## config.mk

```make
export PLATFORM = sky130hd
export DESIGN_NAME = battle_sequencer
export DESIGN_NICKNAME = d
export VERILOG_FILES = /design/src/rtl/battle_pkg.sv /design/src/rtl/phase_watchdog.sv /design/src/rtl/battle_sequencer.sv
export SDC_FILE = /design/constraint.sdc
export NUM_CORES = 1
export LEC_CHECK = 0
export ABC_AREA = 1
export BUFFER_PORTS_ARGS = -buffer_cell sky130_fd_sc_hd__buf_2
export CAP_MARGIN = 0
export CORE_MARGIN = 5
export CORE_UTILIZATION = 35
export DETAILED_ROUTE_END_ITERATION = 10
export GPL_ROUTABILITY_DRIVEN = 0
export PLACE_DENSITY_LB_ADDON = 0.2
export SYNTH_ARGS = -nofsm -noshare
export SYNTH_HDL_FRONTEND = slang
export SYNTH_SLANG_ARGS = --single-unit
```

## constraint.sdc

```tcl
create_clock -name clk -period 1.73 [get_ports clk]
set_input_delay 0.0865 -clock clk [delete_from_list [all_inputs] [get_ports clk]]
set_output_delay 0.0865 -clock clk [all_outputs]
set_load 0.005 [all_outputs]
```

## src/rtl/battle_pkg.sv

```systemverilog
// Shared battle-screen definitions: state codes seen by the phase/sprite
// modules and the controller orientation encodings from the input decoder.
package battle_pkg;

  typedef enum logic [3:0] {
    ST_MENU   = 4'b0000,
    ST_PLAYER = 4'b0001,
    ST_ENEMY  = 4'b0010,
    ST_CHK_P  = 4'b0011,
    ST_WIN    = 4'b0100,
    ST_LOSE   = 4'b0101,
    ST_CHK_E  = 4'b0110,
    ST_IDLE   = 4'b1010
  } state_e;

  localparam logic [1:0] ROT_UP    = 2'b00;
  localparam logic [1:0] ROT_SWIPE = 2'b01;

  localparam logic [7:0] ROUND_MAX = 8'hFF;

  // True while a phase module owns the screen and a finished handshake is due.
  function automatic logic is_phase(state_e s);
    return (s == ST_PLAYER) || (s == ST_ENEMY);
  endfunction

endpackage

```

## src/rtl/phase_watchdog.sv

```systemverilog
// Per-phase watchdog: counts cycles spent in a phase and flags the last
// allowed cycle so the sequencer can force the phase to end.
module phase_watchdog #(
  parameter int unsigned TIMEOUT_CYCLES = 650_000_000
) (
  input  logic clk,
  input  logic rst,
  input  logic clear,
  input  logic enable,
  output logic expired
);

  localparam int CW = (TIMEOUT_CYCLES > 1) ? $clog2(TIMEOUT_CYCLES) : 1;
  localparam logic [CW-1:0] LAST = CW'(TIMEOUT_CYCLES - 1);

  logic [CW-1:0] r_cnt;

  // Count phase cycles; hold at the limit so the flag cannot wrap away.
  always_ff @(posedge clk) begin
    if (rst || clear)
      r_cnt <= '0;
    else if (enable && (r_cnt != LAST))
      r_cnt <= r_cnt + 1'b1;
  end

  assign expired = enable && (r_cnt == LAST);

endmodule

```

## src/rtl/battle_sequencer.sv

```systemverilog
// Battle-screen turn controller. Walks IDLE/MENU/PLAYER/ENEMY/CHK/WIN/LOSE,
// waits on each phase's finished handshake, samples health in the one-cycle
// CHK states and counts completed rounds.
// Build option: BATTLE_SEQ_TIMEOUT_EN adds a per-phase watchdog that forces a
// phase exit after TIMEOUT_CYCLES cycles; without it phases wait forever.
module battle_sequencer
  import battle_pkg::*;
#(
  parameter int unsigned TIMEOUT_CYCLES = 650_000_000,
  parameter int          HP_W           = 11
) (
  input  logic            clk,
  input  logic            rst,
  input  logic            start_in,
  input  logic [1:0]      rotate_in,
  input  logic            player_finished_in,
  input  logic            enemy_finished_in,
  input  logic [HP_W-1:0] enemy_hp_in,
  input  logic [HP_W-1:0] player_hp_in,
  output logic [3:0]      state_out,
  output logic            phase_start_out,
  output logic [7:0]      round_out,
  output logic            timeout_out,
  output logic            game_over_out
);

  state_e r_state;
  logic   r_armed;
  logic   r_phase_start;
  logic   r_timeout;
  logic   r_game_over;
  logic [7:0] r_round;
  logic   w_expired;

`ifdef BATTLE_SEQ_TIMEOUT_EN
  logic w_in_phase;
  assign w_in_phase = is_phase(r_state);

  // Counter restarts whenever we are outside a phase, so each entry starts at 0.
  phase_watchdog #(
    .TIMEOUT_CYCLES(TIMEOUT_CYCLES)
  ) u_watchdog (
    .clk     (clk),
    .rst     (rst),
    .clear   (!w_in_phase),
    .enable  (w_in_phase),
    .expired (w_expired)
  );
`else
  // TIMEOUT_CYCLES only sizes the watchdog, which this build leaves out.
  if (TIMEOUT_CYCLES > 0) begin : g_no_wd
    assign w_expired = 1'b0;
  end else begin : g_no_wd_zero
    assign w_expired = 1'b0;
  end
`endif

  // Game FSM; every output is registered together with the state transition.
  always_ff @(posedge clk) begin
    if (rst) begin
      r_state       <= ST_IDLE;
      r_armed       <= 1'b0;
      r_phase_start <= 1'b0;
      r_timeout     <= 1'b0;
      r_game_over   <= 1'b0;
      r_round       <= '0;
    end else begin
      r_phase_start <= 1'b0;
      r_timeout     <= 1'b0;
      unique case (r_state)
        ST_IDLE: begin
          if (start_in) begin
            r_state <= ST_MENU;
            r_round <= '0;
          end
        end
        ST_MENU: begin
          // Swipe = UP then SWIPE; a bare SWIPE is ignored.
          if ((rotate_in == ROT_SWIPE) && r_armed) begin
            r_state       <= ST_PLAYER;
            r_armed       <= 1'b0;
            r_phase_start <= 1'b1;
          end else if (rotate_in == ROT_UP) begin
            r_armed <= 1'b1;
          end
        end
        ST_PLAYER: begin
          // Finished wins over a simultaneous expiry: no timeout pulse then.
          if (player_finished_in) begin
            r_state <= ST_CHK_P;
          end else if (w_expired) begin
            r_state   <= ST_CHK_P;
            r_timeout <= 1'b1;
          end
        end
        ST_ENEMY: begin
          if (enemy_finished_in) begin
            r_state <= ST_CHK_E;
          end else if (w_expired) begin
            r_state   <= ST_CHK_E;
            r_timeout <= 1'b1;
          end
        end
        ST_CHK_P: begin
          if (enemy_hp_in == '0) begin
            r_state     <= ST_WIN;
            r_game_over <= 1'b1;
          end else begin
            r_state       <= ST_ENEMY;
            r_phase_start <= 1'b1;
          end
        end
        ST_CHK_E: begin
          if (player_hp_in == '0) begin
            r_state     <= ST_LOSE;
            r_game_over <= 1'b1;
          end else begin
            r_state <= ST_MENU;
            if (r_round != ROUND_MAX)
              r_round <= r_round + 8'd1;
          end
        end
        ST_WIN, ST_LOSE: begin
          if (start_in) begin
            r_state     <= ST_IDLE;
            r_game_over <= 1'b0;
          end
        end
        default: begin
          r_state     <= ST_IDLE;
          r_armed     <= 1'b0;
          r_game_over <= 1'b0;
        end
      endcase
    end
  end

  assign state_out       = r_state;
  assign phase_start_out = r_phase_start;
  assign round_out       = r_round;
  assign timeout_out     = r_timeout;
  assign game_over_out   = r_game_over;

endmodule

```

==> results of run 1 <==
==> per-layer routing <==
layer  part of all wire  wire [µm]  up-vias
met5                  0          0        -
met4             0.0096         29        0
li1                   -          -      698
met3              0.053        161        5
met1               0.45       1370      566
met2               0.48       1450       40
==> flip-flops by register name, indices dropped and copies added, names as in the netlist <==
| name | flops |
|---|---|
| r_armed | 1 |
| phase_start_out | 1 |
| state_out | 4 |
| round_out | 8 |
| game_over_out | 1 |
==> area by class of cell <==
cell class                 count  area [µm²]
multi-input combinational    147         756
tap                           46        57.6
inverter                      24        90.1
fill                         376        1830
clock inverter                 1        5.00
timing repair buffer          44         225
clock buffer                   3        22.5
sequential                    15         300
==> worst max-delay path by stage <==
stage | endpoint | slack [ps]
2_1_floorplan | round_out[7] | 350
3_3_place_gp | round_out[7] | 250
3_5_place_dp | round_out[7] | 230
4_1_cts | round_out[2] | 180
5_1_grt | round_out[5] | 40
6_report | round_out[2] | 200
==> kinds of logic after synthesis <==
kind of cell,after synthesis,synth area share
buffers and inverters,28,0.100
DFF,15,0.256
xor gates and xnor gates,1,0.00746
and+or+nand+nor,127,0.533
other,1,0.00320
AOI/OAI and AO/OA,17,0.0896
adders and majority gates,1,0.0107
==> per-stage QoR <==
stage	cell area (µm²)	total power, mW	worst slack, ps	hold slack (ps)
2_1_floorplan	1170	1.31	348	251
3_3_place_gp	1430	1.56	249	400
3_5_place_dp	1430	1.55	227	393
4_1_cts	1460	1.77	185	60.3
5_1_grt	1460	1.94	41.2	61.1
6_report	1460	1.76	198	72.4
==> placed cells by master (no fill, tap or decap), drive strengths merged <==
cell / synthesis / layout
a21boi: 1 / 1
a21oi: 12 / 12
a31oi: 1 / 1
and2: 2 / 2
buf: 4 / 44
clkbuf: 0 / 3
clkinv: 0 / 1
conb: 1 / 1
dfxtp: 15 / 15
ha: 1 / 1
inv: 24 / 24
nand2: 57 / 57
nand3: 19 / 19
nand4: 10 / 10
nor2: 39 / 39
o211ai: 1 / 1
o21ai: 1 / 1
o21bai: 1 / 1
xnor2: 1 / 1
==> tightest hold or removal path, delay by kind of cell <==
family                 cells  cell delay [ps]
buffers and inverters      1              110
AND/OR/NAND/NOR            1               70
AO/OA/AOI/OAI              1               60
==> where the power goes <==
group | internal, mW | leakage (nW) | switching [mW]
registers | 0.408 | 0.122 | 0.0624
logic | 0.398 | 0.581 | 0.671
clock network | 0.0861 | 0.0177 | 0.133
==> flow_summary.json, run 1 <==
{
  "status": "finished, final reports clean",
  "path_buf_inv": 0,
  "timing.critical_path.mode_cell": "nand2_1",
  "fp.coreArea_mm2": 0.00328,
  "fin_util": 0.443,
  "die_x_um": 67.9,
  "fin_crit_sh": 0.885,
  "drive_above_1_share": 0.299,
  "io_pins": 44,
  "vias": 1309,
  "ys_warn_count": 0,
  "grt_first_pass_wirelength_um": 5020,
  "synth_top_cell_by_area": "dfxtp_1",
  "grt_busiest_layer": "met2",
  "path_cells": "ha_1 -> nand2_1 -> nor2_1 -> nand2_1 -> nand2_2 -> nand2_2 -> nand3_4 -> nand2_1 -> a21oi_1",
  "drv_slew": 0,
  "synth_area_leaders": "dfxtp_1, nand2_1, nor2_1",
  "viasPerCell": 4.68,
  "synth_cell_types": 30,
  "max-cap-violations": 0,
  "min_path_type": "input pin to register",
  "cts_buffers": 3,
  "cts_tree": "yes",
  "start_util": 0.357,
  "tns_ps": 0,
  "netlist_top_cells_count": "nand2_1, nor2_1, inv_1, dfxtp_1, nand3_1",
  "globalRouteMet3Util": 0.0394,
  "rrSetupSlack_ps": 200,
  "drc": 0,
  "end_kind": "register",
  "die_area_mm2": 0.00461,
  "cp_num_cells": 9,
  "clkSinkCount": 15,
  "post-cts-setup-buffer-count": 0,
  "setup_violations": 0,
  "async_flop_share": 0,
  "peakVddDrop_uv": 726,
  "synthesis.area_mm2": 0.00117,
  "synthCells": 190,
  "hold_viol": 0,
  "globalRoute.totalOverflow": 0,
  "h-tree-depth": 1,
  "dp_hpwl_um": 2420,
  "wire_per_inst_um": 10.8,
  "rr_startpoint": "round_out[1]",
  "path_clk_slew_ps": 110,
  "port_buffers": 42,
  "synth_top_cell_area_share": 0.256,
  "r2r_cells": 9,
  "final_nets": 265,
  "use_met2": 0.238,
  "criticalPathCategory": "register to register",
  "cp-start-kind": "register",
  "first_iter_violations": 71,
  "seq_area_frac_synth": 0.256,
  "finClkSkew_ps": 11.4,
  "p_per_area_mw_per_mm2": 1210,
  "syn_area_per_cell_um2": 6.18,
  "slowest_delay_ps": 420,
  "ant_nets": 0,
  "synthFlopType": "dfxtp_1",
  "cp_max_fo": 7,
  "use_met1": 0.177,
  "cpLargestDelayFamily": "simple AND/OR/NAND/NOR gates",
  "hold_path_end": "phase_start_out",
  "dieHeight_um": 67.9,
  "antenna_found_initial": 0,
  "dr.pass1.iters": 4,
  "power_leakage_nw": 0.721,
  "hp-start": "rotate_in[0]",
  "rsz0062_at_grt": "no",
  "clk_path_buf_depth": 2,
  "root_buffer": "clkbuf_4",
  "cp.required_ps": 1960,
  "wl_um": 3010,
  "postCtsHoldBufs": 0,
  "clk_latency_ps": 300,
  "grt_usage": 0.142,
  "worstReg2RegEnd": "round_out[2]",
  "cts-resized-gates": 0,
  "dp.cells": 276,
  "syn2layout_area_growth_pct": 24.1,
  "grt_max_degree": 12,
  "slowest_stage": "dfxtp_1",
  "hold_path_depth": 3,
  "fin_cells": 280,
  "grt_pass1_vias": 1165,
  "fp-row-count": 21,
  "yosysMostFrequentCell": "nand2_1",
  "min_period_ps": 1530,
  "crit_arrival_ps": 1760,
  "synth.net_count": 220,
  "num_antenna_cells": 0,
  "cp-startpoint": "round_out[1]",
  "ys_ff_latch": 15,
  "synth-edff-count": 0,
  "fmax_ghz": 0.653
}
Note: power is estimated with default switching activity, not from simulation.
==> run 2, diff against run 1 <==
- ABC_AREA: 1 -> default
==> flow_summary.json, run 2 <==
{
  "rsz0062_at_grt": "no",
  "yosysMostFrequentCell": "dfxtp_1",
  "grt_pass1_vias": 1031,
  "synthCells": 122,
  "synth_area_leaders": "dfxtp_1, clkbuf_8, nor3_1",
  "final_nets": 201,
  "antenna_found_initial": 0,
  "async_flop_share": 0,
  "die_x_um": 64.6,
  "final_common_cell": "buf_2",
  "dp.cells": 197,
  "clk_latency_ps": 290,
  "syn_area_per_cell_um2": 8.56,
  "largest_register_ff_count": 8,
  "netlist_top_cells_count": "dfxtp_1, nand2_1, nor2_1, nor3_1, nand3_1",
  "min_path_type": "input pin to register",
  "dp_hpwl_um": 2180,
  "final_cell_mix": "buf_2, dfxtp_1, nand2_1",
  "h-tree-depth": 1,
  "wire_per_inst_um": 13.5,
  "num_antenna_cells": 0,
  "setup_violations": 0,
  "fin_crit_sh": 0.962,
  "synthFlopType": "dfxtp_1",
  "ant_nets": 0,
  "cpLargestDelayFamily": "compound AO/OA/AOI/OAI gates",
  "fin_cells": 201,
  "drc": 0,
  "slowest_stage": "dfxtp_1",
  "path_buf_inv": 0,
  "fill_cells": 293,
  "power_leakage_nw": 0.618,
  "die_area_mm2": 0.00418,
  "status": "finished, final reports clean",
  "synth_cell_types": 48,
  "slowest_delay_ps": 380,
  "fp-row-count": 19,
  "grt_first_pass_wirelength_um": 4470,
  "min_period_ps": 1660,
  "synth_top_cell_by_area": "dfxtp_1",
  "drive_above_1_share": 0.435,
  "globalRoute.totalOverflow": 0,
  "cts_tree": "yes",
  "p_per_area_mw_per_mm2": 981,
  "port_buffers": 42,
  "grt_usage": 0.132,
  "path_clk_slew_ps": 100,
  "rrSetupSlack_ps": 70,
  "clk_path_buf_depth": 2,
  "io_pins": 44,
  "post-cts-setup-buffer-count": 0,
  "hold_viol": 0,
  "crit_arrival_ps": 1890,
  "synth-edff-count": 0,
  "path_cells": "nor2_1 -> a32oi_1 -> a211o_2 -> a2111oi_2 -> o21ba_1",
  "wl_um": 2710,
  "cp.required_ps": 1960,
  "synthesis.area_mm2": 0.00104,
  "fmax_ghz": 0.601,
  "cts_buffers": 3,
  "seq_area_frac_synth": 0.287,
  "end_kind": "register",
  "start_util": 0.372,
  "max-cap-violations": 0,
  "criticalPathCategory": "register to register",
  "ys_warn_count": 0,
  "syn2layout_area_growth_pct": 26.1,
  "clkSinkCount": 15,
  "seqCellArea_um2": 304,
  "synth_top_cell_area_share": 0.287,
  "dr.pass1.iters": 4,
  "tns_ps": 0,
  "finClkSkew_ps": 11.4,
  "cp-start-kind": "register",
  "multi_input_area_um2": 666,
  "fp.coreArea_mm2": 0.00281,
  "drv_slew": 0,
  "root_buffer": "clkbuf_4",
  "synth.net_count": 152,
  "peakVddDrop_uv": 324,
  "cp_max_fo": 6,
  "vias": 1114,
  "first_iter_violations": 61,
  "grt_max_degree": 15,
  "ys_ff_latch": 15,
  "dieHeight_um": 64.6,
  "viasPerCell": 5.54,
  "hold_ws_ps": 87.5
}
[run 2: changes by cell type in the layout (fill, tap and decap cells not counted), moves of 5 or more]
| cell | delta |
|---|---|
| a21oi_1 | -6 |
| nor3_1 | +8 |
| nand2_1 | -42 |
| nand3_1 | -8 |
| buf_4 | +6 |
| nor2_1 | -25 |
| inv_2 | -5 |
| nand4_1 | -6 |
| inv_1 | -16 |
[run 2: area by class of cell]
type | count | area share
Multi-Input combinational cell | 98 | 0.505
Clock inverter | 1 | 0.00380
Clock buffer | 3 | 0.0171
Sequential cell | 15 | 0.231
Tap cell | 31 | 0.0294
Timing Repair Buffer | 50 | 0.205
Inverter | 3 | 0.00855
[run 2: power by group]
group          internal [mW]  switching, mW
combinational          0.299          0.326
clock                 0.0858          0.124
sequential             0.392         0.0656
[run 2: what timing repair did]
action / CTS / global route
hold buffers: 0 / 0
gates resized for setup: 0 / 3
hold endpoints to repair: 0 / 0
endpoints found under the setup margin: 0 / 9
[run 2: worst reg2reg max path, cell delays in order (launching register included)]
cell and delay, ps:
dfxtp_1 380, nor2_1 200, a32oi_1 140, a211o_2 380, a2111oi_2 350, o21ba_1 160
[run 2: logic make-up (layout without fill, tap and decap cells)]
kind of cell	count (synthesis)	count (layout)	share of synthesized area
AO/OA/AOI/OAI	35	35	0.266
flip-flops	15	15	0.287
multiplexers	1	1	0.0108
AND/OR/NAND/NOR	59	59	0.337
XOR/XNOR	1	1	0.00838
other	1	1	0.00359
buffers and inverters	9	57	0.0754
adder cells (fa/ha/maj)	1	1	0.0120
[run 2: worst paths after layout]
check	from	endpoint	depth (start not counted)
max	state_out[0]	state_out[2]	5
min reg2reg	r_armed	phase_start_out	2
max reg2reg	state_out[0]	state_out[2]	5
min	rotate_in[0]	r_armed	3
[run 2: routing by layer]
| layer | vias to the layer above | global-route usage | part of all wire |
|---|---|---|---|
| met2 | 34 | 0.216 | 0.48 |
| met1 | 514 | 0.174 | 0.45 |
| met4 | 0 | 0.0396 | 0.0052 |
| li1 | 564 | - | - |
| met3 | 2 | 0.0276 | 0.059 |
| met5 | - | 0 | 0 |
[run 2: stage by stage]
| stage | util | worst slack (ps) | area [µm²] | total power, mW |
|---|---|---|---|---|
| after floorplan | - | 160 | 1040 | 0.892 |
| after detailed placement | 0.459 | 35.7 | 1290 | 1.09 |
| after CTS | 0.468 | 15.2 | 1310 | 1.29 |
| after global routing | 0.470 | 7.90 | 1320 | 1.40 |
| final | 0.470 | 66.4 | 1320 | 1.29 |
| after global placement | 0.459 | 39.1 | 1290 | 1.08 |
